### src/rtl/sqrt_iter_if.sv
// Operand/result handshake bundle for sqrt_iter.
// The controller drives start/num; the root unit returns busy/done/root/rem.
interface sqrt_iter_if #(
   parameter int WIDTH = 10
) ();
   localparam int ROOT_W = (WIDTH + 1) / 2;

   logic              start;
   logic [WIDTH-1:0]  num;
   logic              busy;
   logic              done;
   logic [ROOT_W:0]   root;
   logic [ROOT_W:0]   rem;

   modport master (output start, output num, input busy, input done, input root, input rem);
   modport slave  (input start, input num, output busy, output done, output root, output rem);
endinterface

### src/rtl/sqrt_iter.sv
// Multi-cycle integer square root, non-restoring radix-2, one root bit per clock.
// Optional macro SQRT_ROUND_EN: root is rounded to nearest instead of floored.
module sqrt_iter #(
   parameter int WIDTH = 10
) (
   input  logic        clk,
   input  logic        rst_n,
   sqrt_iter_if.slave  bus
);
   localparam int ROOT_W = (WIDTH + 1) / 2;
   localparam int RAD_W  = 2 * ROOT_W;
   localparam int REM_W  = ROOT_W + 2;
   localparam int CNT_W  = $clog2(ROOT_W + 1);

   typedef enum logic [1:0] {IDLE, CALC, FIN} state_t;

   state_t              state;
   logic [RAD_W-1:0]    rad;
   logic [ROOT_W-1:0]   q;
   logic [REM_W-1:0]    r;
   logic [CNT_W-1:0]    cnt;
   logic                busy_q;
   logic                done_q;
   logic [ROOT_W:0]     root_q;
   logic [ROOT_W:0]     rem_q;

   logic                accept;
   logic [1:0]          pair;
   logic [REM_W-1:0]    shifted;
   logic [REM_W-1:0]    r_n;
   logic [ROOT_W-1:0]   q_n;
   logic [ROOT_W:0]     root_floor;
   logic [ROOT_W:0]     rem_fix;
   logic [ROOT_W:0]     root_fin;

   always_comb begin
      accept     = bus.start && (state == IDLE || state == FIN);
      pair       = rad[RAD_W-1 -: 2];
      shifted    = {r[REM_W-3:0], pair};
      if (!r[REM_W-1])
         r_n = shifted - {q, 2'b01};
      else
         r_n = shifted + {q, 2'b11};
      q_n        = ROOT_W'({q, ~r_n[REM_W-1]});
      root_floor = {1'b0, q_n};
      // The true remainder fits ROOT_W+1 bits, so the correction can be done modulo that width
      rem_fix    = r_n[ROOT_W:0] + (r_n[REM_W-1] ? {q_n, 1'b1} : '0);
`ifdef SQRT_ROUND_EN
      root_fin   = (rem_fix > root_floor) ? root_floor + (ROOT_W+1)'(1) : root_floor;
`else
      root_fin   = root_floor;
`endif
   end

   // Final result is computed on the last CALC edge so root/rem/done are all valid in the FIN cycle
   always_ff @(posedge clk or negedge rst_n) begin
      if (!rst_n) begin
         state  <= IDLE;
         rad    <= '0;
         q      <= '0;
         r      <= '0;
         cnt    <= '0;
         busy_q <= 1'b0;
         done_q <= 1'b0;
         root_q <= '0;
         rem_q  <= '0;
      end else begin
         case (state)
            IDLE, FIN: begin
               done_q <= 1'b0;
               if (accept) begin
                  rad    <= RAD_W'(bus.num);
                  q      <= '0;
                  r      <= '0;
                  cnt    <= CNT_W'(ROOT_W - 1);
                  busy_q <= 1'b1;
                  state  <= CALC;
               end else begin
                  state  <= IDLE;
               end
            end
            CALC: begin
               rad <= rad << 2;
               q   <= q_n;
               r   <= r_n;
               cnt <= cnt - CNT_W'(1);
               if (cnt == '0) begin
                  state  <= FIN;
                  busy_q <= 1'b0;
                  done_q <= 1'b1;
                  root_q <= root_fin;
                  rem_q  <= rem_fix;
               end
            end
            default: begin
               state  <= IDLE;
               busy_q <= 1'b0;
               done_q <= 1'b0;
            end
         endcase
      end
   end

   assign bus.busy = busy_q;
   assign bus.done = done_q;
   assign bus.root = root_q;
   assign bus.rem  = rem_q;
endmodule

### src/flat_wrapper.sv
// flat-port wrapper written by rule: the top's interface ports become plain ports
module sqrt_iter_flat 
#(
   parameter int WIDTH = 10
)
  (clk, rst_n, bus_start, bus_num, bus_busy, bus_done, bus_root, bus_rem);
  sqrt_iter_if #(.WIDTH(WIDTH)) bus_i ();
  input  logic clk;
  input  logic rst_n;
  input wire logic [$bits(bus_i.start)-1:0] bus_start;
  input wire logic [$bits(bus_i.num)-1:0] bus_num;
  output wire logic [$bits(bus_i.busy)-1:0] bus_busy;
  output wire logic [$bits(bus_i.done)-1:0] bus_done;
  output wire logic [$bits(bus_i.root)-1:0] bus_root;
  output wire logic [$bits(bus_i.rem)-1:0] bus_rem;
  assign bus_i.start = bus_start;
  assign bus_i.num = bus_num;
  assign bus_busy = bus_i.busy;
  assign bus_done = bus_i.done;
  assign bus_root = bus_i.root;
  assign bus_rem = bus_i.rem;
  sqrt_iter #(.WIDTH(WIDTH)) u_core (.clk(clk), .rst_n(rst_n), .bus(bus_i));
endmodule
### config.mk
export PLATFORM = sky130hd
export DESIGN_NAME = sqrt_iter_flat
export DESIGN_NICKNAME = d
export VERILOG_FILES = /design/src/rtl/sqrt_iter_if.sv /design/src/rtl/sqrt_iter.sv /design/src/flat_wrapper.sv
export SDC_FILE = /design/constraint.sdc
export NUM_CORES = 1
export LEC_CHECK = 0
export ABC_CLOCK_PERIOD_IN_PS = 4890
export CORE_MARGIN = 2
export CORE_UTILIZATION = 57
export CTS_CLUSTER_SIZE = 20
export DETAILED_ROUTE_END_ITERATION = 7
export PLACE_DENSITY = 0.93
export SYNTH_ARGS = -nofsm -noshare
export SYNTH_HDL_FRONTEND = slang
export SYNTH_SLANG_ARGS = --single-unit
export TNS_END_PERCENT = 10
### constraint.sdc
create_clock -name clk -period 4.89 [get_ports clk]
set_input_delay 0.7335 -clock clk [delete_from_list [all_inputs] [get_ports clk]]
set_output_delay 0.7335 -clock clk [all_outputs]
set_load 0.005 [all_outputs]
After elaboration in Yosys (flattened, before gate mapping)
Cells that the tools add are included.
{ "word_totals": {"register_bits": 40, "input_bits": 13, "output_inout_bits": 14, "wordCells": 45} }
{ "op_classes": {"n_addsub": 4, "n_eq_ne": 4, "mux": 18, "bitwise": 1, "reduce_logical": 9} }
{ "ops": {"columns": ["op", "count"], "rows": [
  ["10-bit one-hot mux with 2 select lines", 1],
  ["7-bit 2-to-1 mux", 2],
  ["7-bit one-hot mux with 2 select lines", 1],
  ["10-bit 2-to-1 mux", 1],
  ["5-bit one-hot mux with 2 select lines", 1],
  ["7-bit adder", 1],
  ["7-bit subtractor", 1],
  ["6-bit adder", 1],
  ["6-bit 2-to-1 mux", 1],
  ["3-bit one-hot mux with 2 select lines", 1],
  ["2-bit AND reduction", 3],
  ["1-bit 2-to-1 mux", 5],
  ["5-bit 2-to-1 mux", 1],
  ["2-bit by 1-bit inequality test with 1-bit output, second input constant", 2],
  ["2-bit one-hot mux with 2 select lines", 1],
  ["3-bit zero test", 1],
  ["3-bit 2-to-1 mux", 1],
  ["3-bit by 1-bit subtractor with 3-bit output, second input constant", 1],
  ["2-bit by 1-bit == test with 1-bit output, second input constant", 1],
  ["2-bit == test, second input constant", 1],
  ["2-bit zero test", 1],
  ["2-bit 2-to-1 mux", 1],
  ["1-bit one-hot mux with 2 select lines", 1],
  ["2-bit nonzero test", 1],
  ["4 further kinds", 4]
]} }

Longest topological paths before layout
{ "logic_depth": {"ltp_word": 5, "ltp_mapped": 14, "mapped_depth_nobuf": 13} }

Worst setup path after synthesis
Ideal clock, no wire load.
{ "synth_timing": {"path_type": "register -> register", "start": "reg u_core.r[6]", "end": "reg u_core.rem_q[5] (netlist: u_core.bus.rem[5])", "setup_time_ns": 0.092, "t_arrival_ns": 3.059, "t_required_ns": 4.798, "path_slack_ns": 1.739, "path_stages_with_launch": 15, "path_buffers": 1, "period_less_slack_ns": 3.151, "path_cell_list": "dfrtp_1 -> clkbuf_1 -> xnor2_1 -> ha_1 -> nor2b_1 -> o31ai_1 -> a21oi_2 -> xor2_1 -> and2_1 -> ha_1 -> a31oi_1 -> o21ai_0 -> xnor2_1 -> and3_4 -> o31ai_2"} }
{ "synth_via": {"elab_chain_len": 4} }
{ "synth_rtl": {"columns": ["item", "line_no", "rtl"], "rows": [
  ["start, declared", "sqrt_iter.sv:20", "logic [REM_W-1:0] r;"],
  ["start signal, assigned", "sqrt_iter.sv:85", "r <= r_n;"],
  ["7-bit 2-to-1 mux *", "sqrt_iter.sv:40", "if (!r[REM_W-1])"],
  ["1-bit inverter", "sqrt_iter.sv:44", "q_n = ROOT_W'({q, ~r_n[REM_W-1]});"],
  ["6-bit 2-to-1 mux", "sqrt_iter.sv:47", "rem_fix = r_n[ROOT_W:0] + (r_n[REM_W-1] ? {q_n, 1'b1} : '0);"],
  ["6-bit adder *", "sqrt_iter.sv:47", null],
  ["end signal, assigned", "sqrt_iter.sv:92", "rem_q <= rem_fix;"],
  ["end, declared", "sqrt_iter.sv:25", "logic [ROOT_W:0] rem_q;"]
]} }
Every way passes the cells marked *; elsewhere a longest branch is shown, timed or not.
A chain may end at the register's enable or synchronous reset.

Worst setup path after layout
Same ends and word-level chain as after synthesis.

==> impl_metrics.py <==
metrics = {
    "critical_path": {
        "required_ps": 5120,
        "crit_path_max_fanout": 8,
        "criticalPathCategory": "flip-flop to flip-flop",
        "critPathLaunch": "u_core.r[6]",
        "worstSetupEndpointType": "flip-flop",
        "r2r.worst_path.cells": 13,
        "start_kind": "flip-flop",
        "critical_path.reg2reg.startpoint": "u_core.r[6]",
        "r2r-end": "u_core.bus.rem[5]",
        "worst-endpoint-arrival_ps": 3650,
        "crit_path_end": "u_core.bus.rem[5]",
        "setup.reg_to_reg.worst_slack_ps": 1470,
    },
    "layout": {
        "finalNetCount": 237,
        "flow.area_growth_from_synthesis_pct": 18.9,
        "drive_gt1_share_pct": 6.13,
        "num_antenna_cells": 0,
        "num-fill-cells": 236,
        "layout.cells.non_filler": 256,
    },
    "logic_synthesis": {
        "syn-mean-instance-area_sq_um": 9.97,
        "synth_area_leader_cell": "sky130_fd_sc_hd__dfrtp_1",
        "synth.net_count": 212,
        "synth_top_area_share_pct": 51.0,
        "synth_ff_type": "sky130_fd_sc_hd__dfrtp_1",
        "synth_commonest_cells": "sky130_fd_sc_hd__dfrtp_1, sky130_fd_sc_hd__nand2_1, sky130_fd_sc_hd__nor2_1, sky130_fd_sc_hd__o21ai_0, sky130_fd_sc_hd__ha_1",
        "synth_most_common_cell": "sky130_fd_sc_hd__dfrtp_1",
        "synth.cell_area_sq_um": 1860,
        "synth.yosys.seq_area_share_pct": 51.0,
        "post_synth_main_area_contributors": "sky130_fd_sc_hd__dfrtp_1, sky130_fd_sc_hd__ha_1, sky130_fd_sc_hd__nand2_1",
        "synth_warnings": 0,
        "postSynthRegisterBits": 38,
        "synth.lib_cells_used.distinct": 29,
        "async_flop_share_pct": 100,
        "syn-instance-count": 187,
        "number_of_enable_type_register_cells_in_the_synthesized_netlist": 0,
    },
    "clock_network": {
        "cts_buffer_depth": 2,
        "clk-insertion-delay-late_ps": 350,
        "cts_setup_buffers": 0,
        "cts-buffers-inserted": 5,
        "clkSlewWorstSetupHoldPaths_ps": 110,
        "clk_root_buffer_cell": "sky130_fd_sc_hd__clkbuf_4",
        "holdBufCountCts": 0,
        "cts.repair.resized": 0,
        "numClockSinks": 38,
        "cts.htree.levels": 2,
        "tritoncts": "built",
    },
    "floorplanning": {
        "fp.coreArea_sq_um": 3080,
        "num_rows": 20,
        "dieWidth_um": 61.2,
        "initial_utilization_pct": 60.6,
        "boundaryPins": 27,
        "die_h_um": 61.2,
        "floorplan.die_area_sq_um": 3740,
    },
    "global_routing": {
        "antenna_found_initial": 0,
        "globalRouteTotalUtil_pct": 23.5,
        "grt_start_max_net_pins": 39,
        "first_global_vias": 1414,
        "grt_first_pass_wirelength_mm": 6.27,
        "global_route.overflow_total": 0,
    },
    "sta": {
        "finalClockSkew_ps": 8.95,
        "timing_hold_violations_final": 0,
        "finalSetupTns_ps": 0,
        "timing.final.setup_violations": 0,
        "post-route-min-period_ps": 3420,
        "timing_max_transition_violations_final": 0,
        "worst_max_slew_pin_slew_ps": 1060,
        "rsz_0062_raised_after_global_routing": "false",
        "slew_headroom_pct": 28.8,
        "finalCritPeriodShare_pct": 70.0,
        "max_clock_freq_mhz": 292,
    },
    "place": {
        "portBuffers": 25,
        "placed_cell_count": 249,
        "dpl.hpwl_mm": 2.57,
        "gp_congestion": 0.852,
    },
    "drt": {
        "detail_route.first_pass.iterations": 4,
        "drt-initial-drc-count": 57,
        "route.vias.total": 1395,
        "route.final.wire_length_mm": 3.51,
        "ant_nets": 0,
        "routed_via_density": 5.45,
        "drc": 0,
        "drt-wirelength-per-cell_um": 13.7,
    },
    "run_status": {
        "run_status": "finished clean",
    },
    "min_path": {
        "hp-class": "input pin to asynchronous set/reset pin",
    },
    "job": {
        "max_cap_violations": 0,
    },
}
==> area by class of cell <==
| type | count | area, sq um | share of cell area [%] |
|---|---|---|---|
| Clock buffer | 6 | 51.3 | 2.32 |
| Timing Repair Buffer | 25 | 245 | 11.1 |
| Sequential cell | 38 | 951 | 42.9 |
| Inverter | 6 | 22.5 | 1.02 |
| Multi-Input combinational cell | 136 | 861 | 38.8 |
| Clock inverter | 1 | 30.0 | 1.36 |
| Tap cell | 44 | 55.1 | 2.48 |
==> cell usage in the layout, fill, tap and decap left out, drive strengths merged, types with 3 or more instances in the layout <==
master          n
xnor2           9
inv             6
o22ai          10
nor2b           4
and2            3
a21oi           7
nor2           19
dfrtp          38
clkdlybuf4s50  24
nand2          31
xor2            5
ha             12
a22o            9
clkbuf          6
o21ai          13
==> metal layers <==
| layer | vias to the layer above | global-route usage, % | share of wire (%) |
|---|---|---|---|
| met2 | 29 | 37.8 | 48 |
| li1 | 683 | - | - |
| met1 | 676 | 30.2 | 46 |
| met4 | 0 | 13.0 | 2.7 |
| met5 | - | 0 | 0 |
| met3 | 7 | 4.20 | 3.3 |
==> per-stage QoR <==
| step | area, sq um | setup WS (ps) | util (%) | hold WS [ps] |
|---|---|---|---|---|
| global route | 2220 | 1120 | 72.0 | 511 |
| CTS | 2220 | 1480 | 72.0 | 474 |
| detailed placement | 2130 | 1520 | 69.3 | 467 |
| global placement | 2130 | 1630 | 69.3 | 460 |
| finish | 2220 | 1470 | 72.0 | 451 |
| floorplan | 1860 | 1740 | - | 438 |
==> worst min path at each step <==
stage	cells past startpoint	endpoint	startpoint	slack (ps)
2_1_floorplan	0	u_core.bus.busy	rst_n	440
3_3_place_gp	2	u_core.bus.rem[0]	u_core.bus.rem[0]	460
3_5_place_dp	2	u_core.bus.root[4]	u_core.bus.root[4]	470
4_1_cts	1	u_core.r[3]	rst_n	470
5_1_grt	1	u_core.r[2]	rst_n	510
6_report	1	u_core.r[3]	rst_n	450
==> kinds of logic after synthesis <==
group	synth area share [%]
buffers and inverters	2.82
XOR/XNOR	6.58
adder cells (fa/ha/maj)	8.05
AO/OA/AOI/OAI	17.0
flip-flops	51.0
other	0.201
AND/OR/NAND/NOR	14.4
==> sequential cells by signal, summed over array words and instances, names as in the netlist <==
| name | cells |
|---|---|
| u_core.cnt | 3 |
| u_core.state | 1 |
| u_core.bus.root | 5 |
| u_core.bus.busy | 1 |
| u_core.rad | 10 |
| u_core.q | 5 |
| u_core.bus.done | 1 |
| u_core.bus.rem | 6 |
| u_core.r | 6 |
==> worst max-delay path, cell delays in order (launching register included) <==
cell and delay, ps:
sky130_fd_sc_hd__dfrtp_1 490, sky130_fd_sc_hd__xnor2_1 170, sky130_fd_sc_hd__ha_1 320, sky130_fd_sc_hd__nor2b_1 160, sky130_fd_sc_hd__o31ai_1 300, sky130_fd_sc_hd__a21oi_2 110, sky130_fd_sc_hd__xor2_1 440, sky130_fd_sc_hd__and2_1 200
sky130_fd_sc_hd__ha_1 260, sky130_fd_sc_hd__a31oi_1 210, sky130_fd_sc_hd__o21ai_0 150, sky130_fd_sc_hd__xnor2_1 220, sky130_fd_sc_hd__and3_4 210, sky130_fd_sc_hd__o31ai_2 50
Power is left out: the tool's default activity adds up to more than one toggle a clock period on the data nets, which glitch-free logic cannot reach.
==> edit 1, RTL diff (config.mk and constraints unchanged) <==
Add a define of `SQRT_ROUND_EN`.
--- a/src/rtl/sqrt_iter.sv
+++ b/src/rtl/sqrt_iter.sv
@@ -2,2 +2,4 @@
 // Optional macro SQRT_ROUND_EN: root is rounded to nearest instead of floored.
+`define SQRT_ROUND_EN
+
 module sqrt_iter #(
Behaviour: not the same (a bounded check fails within 10 cycles, from zero or initial values and one cycle with rst_n low).
==> edit 1 against the original RTL <==
  * Sequential share of layout area decreased by 7.1 points
  * Sequential cell count increased by 1
  * Worst setup slack worse by 1300 ps
  * Synthesized area is 19% higher
  * Routed wire length rose by 51%
  * Final area grew 23%
Power is left out: the tool's default activity adds up to more than one toggle a clock period on the data nets, which glitch-free logic cannot reach.
==> edit 1: results (changes against the original RTL) <==
status finished, final reports clean (unchanged); synth cell count leaders dfrtp_1, nand2_1, nor2_1, o21ai_0, ha_1 (unchanged); layout cells sized above 1 0.124 (was 0.0613); largest net degree at the start of global routing 40 (was 39); DRT iter0 DRCs 131 (was 57); clk slew on worst S/H paths 80 ps (was 110 ps); worst min-delay path category reg2reg (was in2async); CP max stage cell dfrtp_2 (was dfrtp_1); maximum fanout along the worst path 7 (was 8); Layout Cells excl Fill 322 (was 256); post-synthesis instance total 241 (was 187); post-synthesis mux area share 0.00508 (was 0); Total Routed Length 5.29 mm (was 3.51 mm); first-pass GRT wire length 8.30 mm (was 6.27 mm); Clk Latency, worst-skew pair 300 ps (was 350 ps); Nets 305 (was 237); Unique masters post-synth 37 (was 29); post-synthesis xor/xnor area fraction 0.0672 (was 0.0658); GR Util All Layers 0.256 (was 0.235); worst clock skew 7.86 ps (was 8.95 ps); IO Port Bufs 26 (was 25); Final HPWL DP 3.55 mm (was 2.57 mm); Adder-Cell Fraction of Synth Area 0.107 (was 0.0805); vias 1896 (was 1395); complex-gate fraction of the synthesized area 0.180 (was 0.170); sequential share of the synthesized area 0.440 (was 0.510); Root Driver clkbuf_8 (was clkbuf_4); relative slew slack 0.309 (was 0.288)
## edit 1: layer usage
metal	vias up	GRT usage	part of all wire
li1	891	-	-
met1	916	0.322	0.41
met2	68	0.415	0.50
met3	21	0.0545	0.050
met4	0	0.128	0.033
met5	-	0	0
## edit 1: final timing paths
path	from	to	slack, ps	depth (start not counted)
worst max-delay path	u_core.r[6]$_DFFE_PN0P_	u_core.bus.root[4]$_DFFE_PN0P_	150	21
worst min-delay path	u_core.bus.rem[4]$_DFFE_PN0P_	u_core.bus.rem[4]$_DFFE_PN0P_	480	2
worst max register to register	u_core.r[6]$_DFFE_PN0P_	u_core.bus.root[4]$_DFFE_PN0P_	150	21
worst min register to register	u_core.bus.rem[4]$_DFFE_PN0P_	u_core.bus.rem[4]$_DFFE_PN0P_	480	2
max in group asynchronous	rst_n	u_core.q[0]$_DFFE_PN0P_	3770	1
min in group asynchronous	rst_n	u_core.rad[8]$_DFFE_PN0P_	530	1
## edit 1: critical path: cells and delay by family, from the launching register on
kind	cells	cell delay (ps)
AOI/OAI and AO/OA	10	1830
xor gates and xnor gates	2	360
adders and majority gates	3	930
buffers and inverters	3	370
DFF	1	490
and+or+nand+nor	3	690
## edit 1: final cells by class
type,count,area (um^2),area share
clock inverter,2,16.3,0.00596
tap,48,60.1,0.0220
clock buffer,6,82.6,0.0302
inverter,15,60.1,0.0220
sequential,39,978,0.358
timing repair buffer,33,308,0.113
multi-input combinational,179,1220,0.449
## edit 1: cells by family after synthesis
group | Yosys count
adders and majority gates | 19
and+or+nand+nor | 80
AOI/OAI and AO/OA | 62
buffers and inverters | 23
DFF | 39
muxes | 1
xor gates and xnor gates | 17
## edit 1: through the flow
step	instance area, um^2	hold WS [ps]	utilization	setup slack [ps]
3_3_place_gp	2510	459	0.680	236
6_report	2730	479	0.740	150
3_5_place_dp	2510	467	0.680	90.8
4_1_cts	2610	483	0.707	17.5
5_1_grt	2730	503	0.740	-70.2
2_1_floorplan	2220	438	-	348
## edit 1: what timing repair did
action | in CTS | in global routing
gates resized for setup | 0 | 17
hold endpoints to repair | 0 | 0
setup buffers | 0 | 6
setup endpoints to repair | 0 | 4
hold buffers | 0 | 0
==> edit 2, RTL diff (same flow settings) <==
Made on the original files. Re-encode `state_t` (3 states) as one-hot, 3 bits wide.
--- a/src/rtl/sqrt_iter.sv
+++ b/src/rtl/sqrt_iter.sv
@@ -14,3 +14,3 @@
 
-   typedef enum logic [1:0] {IDLE, CALC, FIN} state_t;
+   typedef enum logic [2:0] {IDLE = 3'b001, CALC = 3'b010, FIN = 3'b100} state_t;
 
Check against the original RTL: same outputs for any inputs over 10 cycles, from zero or initial values and one cycle with rst_n low; not proved beyond that.
==> edit 2 against the original RTL <==
  * Non-clock buffer count is the same
  * Worst setup slack lost 140 ps
  * Sequential cell count grew 2
  * Final area grew 5.1%
  * Synthesized area grew 7.8%
  * Routed wire length grew 12%
  * Critical path type unchanged
  * Highest routed layer unchanged
==> edit 2: results (changes against the original RTL) <==
First-pass DRT Iterations 4 (unchanged); met2 GRT Util 0.382 (was 0.378); met3 WL post-DR 208 um (was 115 um); met2 wire len 2.00 mm (was 1.68 mm); first-pass GRT wire length 6.93 mm (was 6.27 mm); layout cells sized above 1 0.101 (was 0.0613); sequential share of the synthesized area 0.499 (was 0.510); pin slew with the least headroom to its limit 879 ps (was 1060 ps); WL met1 1.63 mm (was 1.62 mm); Post-Syn Nets 228 (was 212); Clock-cell share 0.0269 (was 0.0367); status finished, final reports clean (unchanged); Nets 251 (was 237); final hold slack 463 ps (was 451 ps); GRT overflow 0 (unchanged); vias 1512 (was 1395); Unique masters post-synth 36 (was 29); synth top area cells dfrtp_1, ha_1, nand2_1 (unchanged); #MultiIn Comb 146 (was 136); Biggest register u_core.rad (unchanged); inverter count 8 (was 6); routed length per instance 14.5 um (was 13.7 um); Final WS setup 1330 ps (was 1470 ps); synth cell count leaders dfrtp_1, nand2_1, nor2_1, ha_1, xnor2_1 (was dfrtp_1, nand2_1, nor2_1, o21ai_0, ha_1); asr flop ratio synth 1.00 (unchanged); Final HPWL DP 2.92 mm (was 2.57 mm); R2R setup slack 1330 ps (was 1470 ps); multi-input gate share of total cell area 0.400 (was 0.388); Place WS 1390 ps (was 1520 ps); filler instances 277 (was 236); largest net degree at the start of global routing 41 (was 39); critical path arrival 3830 ps (was 3650 ps); Worst Reg-to-Reg Cells 15 (was 13); Lkg Pwr between 1 and 1.5 nW; sequential share of cell area 0.430 (was 0.429); #FFs+latches synth 40 (was 38); maximum fanout along the worst path 7 (was 8); GPL Wtd Cong 0.951 (was 0.852); DRT iter0 DRCs 56 (was 57); M3 GR Usage 0.0571 (was 0.0420); # clk buffers 7 (was 6); number of global-route vias before repair 1551 (was 1414); signal buffers share of area 0.105 (was 0.111); worst clock skew 9.97 ps (was 8.95 ps); max reg flops 10 (unchanged); GR Util All Layers 0.227 (was 0.235); M1 GR Usage 0.271 (was 0.302)
## edit 2: changes by cell type after synthesis, sizes merged, moves of 2 or more
cell and delta:
a22o -8, nand3 +7, mux2 +6, o21ai +4
nor2 +3, and2 +2, inv +2, nand2b -2
nor2b -2, xnor2 +2
## edit 2: kinds of logic (layout without fill, tap and decap cells)
group	count (synthesis)	count (layout)	synth area share
simple gates	69	69	0.149
compound gates	43	43	0.135
flops	40	40	0.499
buf+inv	17	41	0.0374
xor+xnor	15	15	0.0691
fa+ha+maj	12	12	0.0747
mux	6	6	0.0336
other cells	1	1	0.00187
## edit 2: through the flow
step / std cells / cell area (um^2)
after global routing: 273 / 2330
after detailed placement: 265 / 2270
after CTS: 273 / 2330
after global placement: 265 / 2270
final: 273 / 2330
after floorplan: 203 / 2010
## edit 2: critical path: cells and delay by family (launching register included)
kind	cells	cell delay [ps]
compound gates	5	860
xor+xnor	4	750
fa+ha+maj	2	540
buf+inv	1	110
flops	1	500
simple gates	3	710
